==> config.mk <==
export PLATFORM = sky130hd
export DESIGN_NAME = uart_rx_ctrl
export DESIGN_NICKNAME = d
export VERILOG_FILES = /design/src/rtl/uart_rx_ctrl.sv
export SDC_FILE = /design/constraint.sdc
export NUM_CORES = 1
export LEC_CHECK = 0
export CAP_MARGIN = 20
export CELL_PAD_IN_SITES_DETAIL_PLACEMENT = 0
export CELL_PAD_IN_SITES_GLOBAL_PLACEMENT = 2
export CORE_MARGIN = 1.5
export CORE_UTILIZATION = 33
export DETAILED_ROUTE_END_ITERATION = 10
export PLACE_DENSITY_LB_ADDON = 0.15
export SYNTH_ARGS = -nofsm -noshare
export SYNTH_HDL_FRONTEND = slang
export SYNTH_SLANG_ARGS = --single-unit
==> constraint.sdc <==
create_clock -name CLK -period 2.66 [get_ports CLK]
set_clock_uncertainty 0.15 [all_clocks]
set_input_delay 0.532 -clock CLK [delete_from_list [all_inputs] [get_ports CLK]]
set_output_delay 0.532 -clock CLK [all_outputs]
set_load 0.01 [all_outputs]
==> src/rtl/uart_rx_ctrl.sv <==
// uart_rx_ctrl: UART receive frame controller with oversampling counters, 2-of-3 bit voting,
// deserializer/parity strobes and per-frame valid/error reporting.
module uart_rx_ctrl #(
  parameter int PRESC_W = 6,
  parameter int CNT_W   = 5
) (
  input  logic               CLK,
  input  logic               RST,
  input  logic               RX_IN,
  input  logic               PAR_EN,
  input  logic [PRESC_W-1:0] Prescale,
  input  logic               par_err,
  output logic [CNT_W-1:0]   edge_cnt,
  output logic [3:0]         bit_cnt,
  output logic               sampled_bit,
  output logic               deser_en,
  output logic               par_chk_en,
  output logic               data_valid,
  output logic               stp_err,
  output logic               par_fail
);
  typedef enum logic [2:0] {IDLE, START, DATA, PARITY, STOP} state_e;
  state_e state_q, state_d;
  logic [CNT_W-1:0] edge_q, edge_d;
  logic [3:0] bit_q, bit_d;
  logic [1:0] smp_q, smp_d;
  logic sampled_q, sampled_d;
  logic par_flag_q, par_flag_d, stp_flag_q, stp_flag_d;
  logic deser_q, deser_d, pchk_q, pchk_d;
  logic dv_q, dv_d, se_q, se_d, pf_q, pf_d;
  logic [PRESC_W-1:0] e, half;
  logic bit_end, at_chk;
  assign e       = PRESC_W'(edge_q);
  assign half    = Prescale >> 1;
  assign bit_end = e == Prescale - PRESC_W'(1);
  assign at_chk  = e == Prescale - PRESC_W'(2);
  always_comb begin
    state_d    = state_q;
    edge_d     = bit_end ? '0 : edge_q + CNT_W'(1);
    bit_d      = bit_end ? bit_q + 4'd1 : bit_q;
    smp_d      = smp_q;
    sampled_d  = sampled_q;
    par_flag_d = par_flag_q;
    stp_flag_d = stp_flag_q;
    dv_d       = 1'b0;
    se_d       = 1'b0;
    pf_d       = 1'b0;
    if (e == half - PRESC_W'(1)) smp_d[0] = RX_IN;
    if (e == half) smp_d[1] = RX_IN;
    if (e == half + PRESC_W'(1)) sampled_d = (smp_q[0] & smp_q[1]) | (smp_q[0] & RX_IN) | (smp_q[1] & RX_IN);
    case (state_q)
      IDLE: begin
        edge_d = RX_IN ? '0 : CNT_W'(1);
        bit_d  = '0;
        if (!RX_IN) begin
          state_d    = START;
          par_flag_d = 1'b0;
          stp_flag_d = 1'b0;
        end
      end
      START: begin
        if (at_chk && sampled_q) begin
          state_d = IDLE;
          edge_d  = '0;
          bit_d   = '0;
        end else if (bit_end) state_d = DATA;
      end
      DATA: if (bit_end && bit_q == 4'd8) state_d = PAR_EN ? PARITY : STOP;
      PARITY: begin
        if (bit_end) begin
          par_flag_d = par_err;
          state_d    = STOP;
        end
      end
      STOP: begin
        if (at_chk && !sampled_q) stp_flag_d = 1'b1;
        if (bit_end) begin
          state_d = IDLE;
          bit_d   = '0;
          dv_d    = !par_flag_q && !stp_flag_q;
          pf_d    = par_flag_q;
          se_d    = stp_flag_q;
        end
      end
      default: state_d = IDLE;
    endcase
    // strobes are derived from next-state values so the registered outputs line up with edge_cnt
    deser_d = state_d == DATA && PRESC_W'(edge_d) == Prescale - PRESC_W'(2);
    pchk_d  = state_d == PARITY;
  end
  always_ff @(posedge CLK or negedge RST) begin
    if (!RST) begin
      state_q    <= IDLE;
      edge_q     <= '0;
      bit_q      <= '0;
      smp_q      <= 2'b11;
      sampled_q  <= 1'b1;
      par_flag_q <= 1'b0;
      stp_flag_q <= 1'b0;
      deser_q    <= 1'b0;
      pchk_q     <= 1'b0;
      dv_q       <= 1'b0;
      se_q       <= 1'b0;
      pf_q       <= 1'b0;
    end else begin
      state_q    <= state_d;
      edge_q     <= edge_d;
      bit_q      <= bit_d;
      smp_q      <= smp_d;
      sampled_q  <= sampled_d;
      par_flag_q <= par_flag_d;
      stp_flag_q <= stp_flag_d;
      deser_q    <= deser_d;
      pchk_q     <= pchk_d;
      dv_q       <= dv_d;
      se_q       <= se_d;
      pf_q       <= pf_d;
    end
  end
  assign edge_cnt    = edge_q;
  assign bit_cnt     = bit_q;
  assign sampled_bit = sampled_q;
  assign deser_en    = deser_q;
  assign par_chk_en  = pchk_q;
  assign data_valid  = dv_q;
  assign stp_err     = se_q;
  assign par_fail    = pf_q;
endmodule

==> summary.md <==
| Metric | Value |
|---|---|
| Total CTS buffers | 3 |
| Critical path class | in -> reg |
| Largest area contributor in the netlist | dfrtp_1 |
| GRT overflow | 0 |
| Clock latency on the worst-skew pair | 260 ps |
| Post-detail-place hpwl | 3980 um |
| Cell Rows | 27 |
| Chip Height | 78.0 um |
| Top layer in use | met4 |
| Layout cells sized above 1 | 32.7% |
| Fmax achieved | 0.375 GHz |
| FFs w/ async S/R, synth | 100% |
| Post-route cell area | 0.00263 sq mm |
| Pre-CTS setup slack | -624 ps |
| # fillers | 557 |
| Routed len/inst | 15.0 um |
| Cell area after synthesis | 0.00186 sq mm |
| Fin. Hold Viols | 0 |
| Worst-path clk slew | 80 ps |
| Hold depth | 1 |
| Area growth syn-to-layout | 41.9% |
| Launching point of the worst reg2reg path | edge_cnt[3]$_DFF_PN0_ |
| First drt pass iteration count | 4 |
| Die ar. | 0.00608 sq mm |
| Critical path capture point | deser_en$_DFF_PN0_ |
| Crit path launch type | input port |
| Top post-synthesis cells by area | dfrtp_1 26%, xor2_1 5.7%, ha_1 5.4% |
| Vias per Instance | 4.93 |
| Worst Setup SP | Prescale[0] |
| Reg2Reg Depth | 7 |
| Seq/Total Area, Yosys | 29.9% |
| Sinks on Clock Net | 22 |
| CP max FO | 5 |
| Starting Density | 33.9% |
| CTS max path bufs | 2 |
| Arrival time worst endpoint | 2670 ps |
| Failing checks | setup timing |
| Finished Layout Cells | 341 |
| M1 wire length | 2560 um |
| Final worst slack | -7.70 ps |
| Inst Count DP | 324 |
| PortBufs | 25 |
| Initial antenna violation count | 0 |
| Pin slew with the least headroom to its limit | 410 ps |
| Max Cap Viol | 0 |
| Root Driver | clkbuf_8 |
| Cells after Synth | 208 |
| Synth warnings | 0 |
| Fin crit period | 2670 ps |
| Leak pwr | 1.11 nW |
| Syn Area/Cell | 8.92 sq um |
| First-pass GRT wire length | 8630 um |
| Placed instance area | 0.00246 sq mm |
| Ant diodes | 0 |
| Post-route setup TNS | -7.70 ps |
| I/O pin total | 26 |
| Element type at the critical path end | register |
| Slew Viols, Final | 0 |
| Routed via count | 1,682 |
| Largest net degree at the start of global routing | 23 |
| EDFF count, synth | 0 |
| Met2 wire len | 2390 um |
| Share of the synthesized area in the top cell type | 25.6% |
| Hold_ws | 303 ps |
| GP Congestion | 0.944 |
| Routed Antenna Nets | 0 |
| Die X | 78.0 um |
| Area of the multi-input gates | 0.00127 sq mm |
| Tcrit/Tclk final | 100% |
| Distinct cells, synth | 64 |
| DRC | 0 |
| Slew headroom | 72.5% |
| Syn Nets | 227 |
| Seq cells post-synth | 22 |
| Pwr/cell area | 795 mW/mm^2 |
| Reg area | 554 sq um |
| Vias in the first global route | 1,732 |
| H-Tree Depth | 1 |
| Worst EP required | 2670 ps |
| Maximum vdd drop | 0.344 mV |
| Reg2Reg Capture Point | deser_en$_DFF_PN0_ |
| Fin nets | 289 |
| CTS tree | done |
| Hold_buf cts | 0 |
| Outcome | complete, but fails checks |
| RSZ-0062 raised after global routing | true |
| Total track usage | 17.8% |
| WL final | 5120 um |
| Top_reg_cell synth | dfrtp_1 |
| R2r setup slk | 110 ps |
| Hold crit path type | reg -> reg |
| Final setup violation count | 1 |
| CORE AREA | 0.00547 sq mm |
| First-iteration detailed-routing DRC count | 87 |
| Wire length on met3 | 152 um |
-- layer usage --
layer / vias to the layer above / GRT usage, %
met1: 806 / 25.6
met5: - / 0
met3: 2 / 4.12
met2: 22 / 27.7
met4: 0 / 2.50
li1: 852 / -
-- how the worst min path moves through the flow --
stage,start,end,slack [ps]
2_1_floorplan,RST,bit_cnt[0]$_DFF_PN0_,90
5_1_grt,stp_flag_q$_DFFE_PN0P_,data_valid$_DFF_PN0_,350
6_report,stp_flag_q$_DFFE_PN0P_,data_valid$_DFF_PN0_,300
3_5_place_dp,stp_flag_q$_DFFE_PN0P_,data_valid$_DFF_PN0_,300
4_1_cts,stp_flag_q$_DFFE_PN0P_,data_valid$_DFF_PN0_,310
3_3_place_gp,stp_flag_q$_DFFE_PN0P_,data_valid$_DFF_PN0_,290
-- synth_stat cells (3+ instances only) --
cell type  instances
o22ai_1            3
nor2_1            19
a21oi_1            6
nand2b_1           8
nor3_1             5
xor2_1            12
buf_2              7
buf_4              4
a31oi_1            3
xnor2_1           11
o211ai_1           3
nand3_1            8
o21ai_0            6
dfrtp_1           19
o31ai_1            3
nand2_1           11
ha_1               8
dfstp_2            3
inv_1             13
-- logic make-up (layout without fill, tap and decap cells) --
kind of cell,count (synthesis),in the layout,share of synthesized area (%)
flip-flops,22,22,29.9
adder cells (fa/ha/maj),8,8,5.39
multiplexers,3,3,1.75
AND/OR/NAND/NOR,75,75,22.8
AO/OA/AOI/OAI,46,46,19.4
buffers and inverters,28,89,7.35
XOR/XNOR,26,26,13.5
-- critical path, cell delays in order --
cell	delay (ps)
dlygate4sd2_1	250
buf_4	150
xor2_1	300
o2111a_1	280
and2_4	200
a31oi_4	90
or4_4	540
a2111oi_4	320
-- per-stage QoR --
stage	utilization (%)	total power, W
floorplan	-	0.00133
global placement	44.9	0.00176
detailed placement	44.9	0.00177
CTS	47.0	0.00204
global route	48.1	0.00227
finish	48.1	0.00209
-- area by class of cell --
type                            count  share of cell area, %
Tap cell                           72                   3.42
Clock buffer                        4                   2.09
Multi-Input combinational cell    158                   48.2
Sequential cell                    22                   21.1
Inverter                           14                   2.38
Timing Repair Buffer               71                   22.9
-- sequential cells by signal, indices dropped and copies added (netlist names) --
| register | count |
|---|---|
| edge_cnt | 5 |
| par_fail | 1 |
| stp_flag_q | 1 |
| deser_en | 1 |
| sampled_bit | 1 |
| par_chk_en | 1 |
| state_q | 3 |
| stp_err | 1 |
| data_valid | 1 |
| smp_q | 2 |
| par_flag_q | 1 |
| bit_cnt | 4 |
-- layout by cell type (no fill, tap or decap), types with 3 or more instances in the layout --
master	n
clkbuf_8	4
buf_6	3
nor3_1	4
dfrtp_1	19
nor2_1	19
xor2_1	12
o21ai_0	6
nand3_1	8
ha_1	7
dfstp_2	3
clkdlybuf4s50_1	19
o31ai_1	3
o22ai_1	3
nand2_1	11
buf_4	44
xnor2_1	11
inv_1	10
a21oi_1	6
nand2b_1	8
o211ai_1	3
-- power breakdown --
part           internal (W)  leakage (nW)  switching, W  total (W)
clock network      0.000132        0.0288      0.000106   0.000238
logic              0.000653         0.801      0.000637    0.00129
registers          0.000433         0.284      0.000133   0.000566
-- repair_timing --
action,in CTS,in global routing
buffers inserted,6,8
resized for setup,17,15
pin swaps,8,13
setup endpoints to repair,13,4
Note: power is estimated with default switching activity, not from simulation.
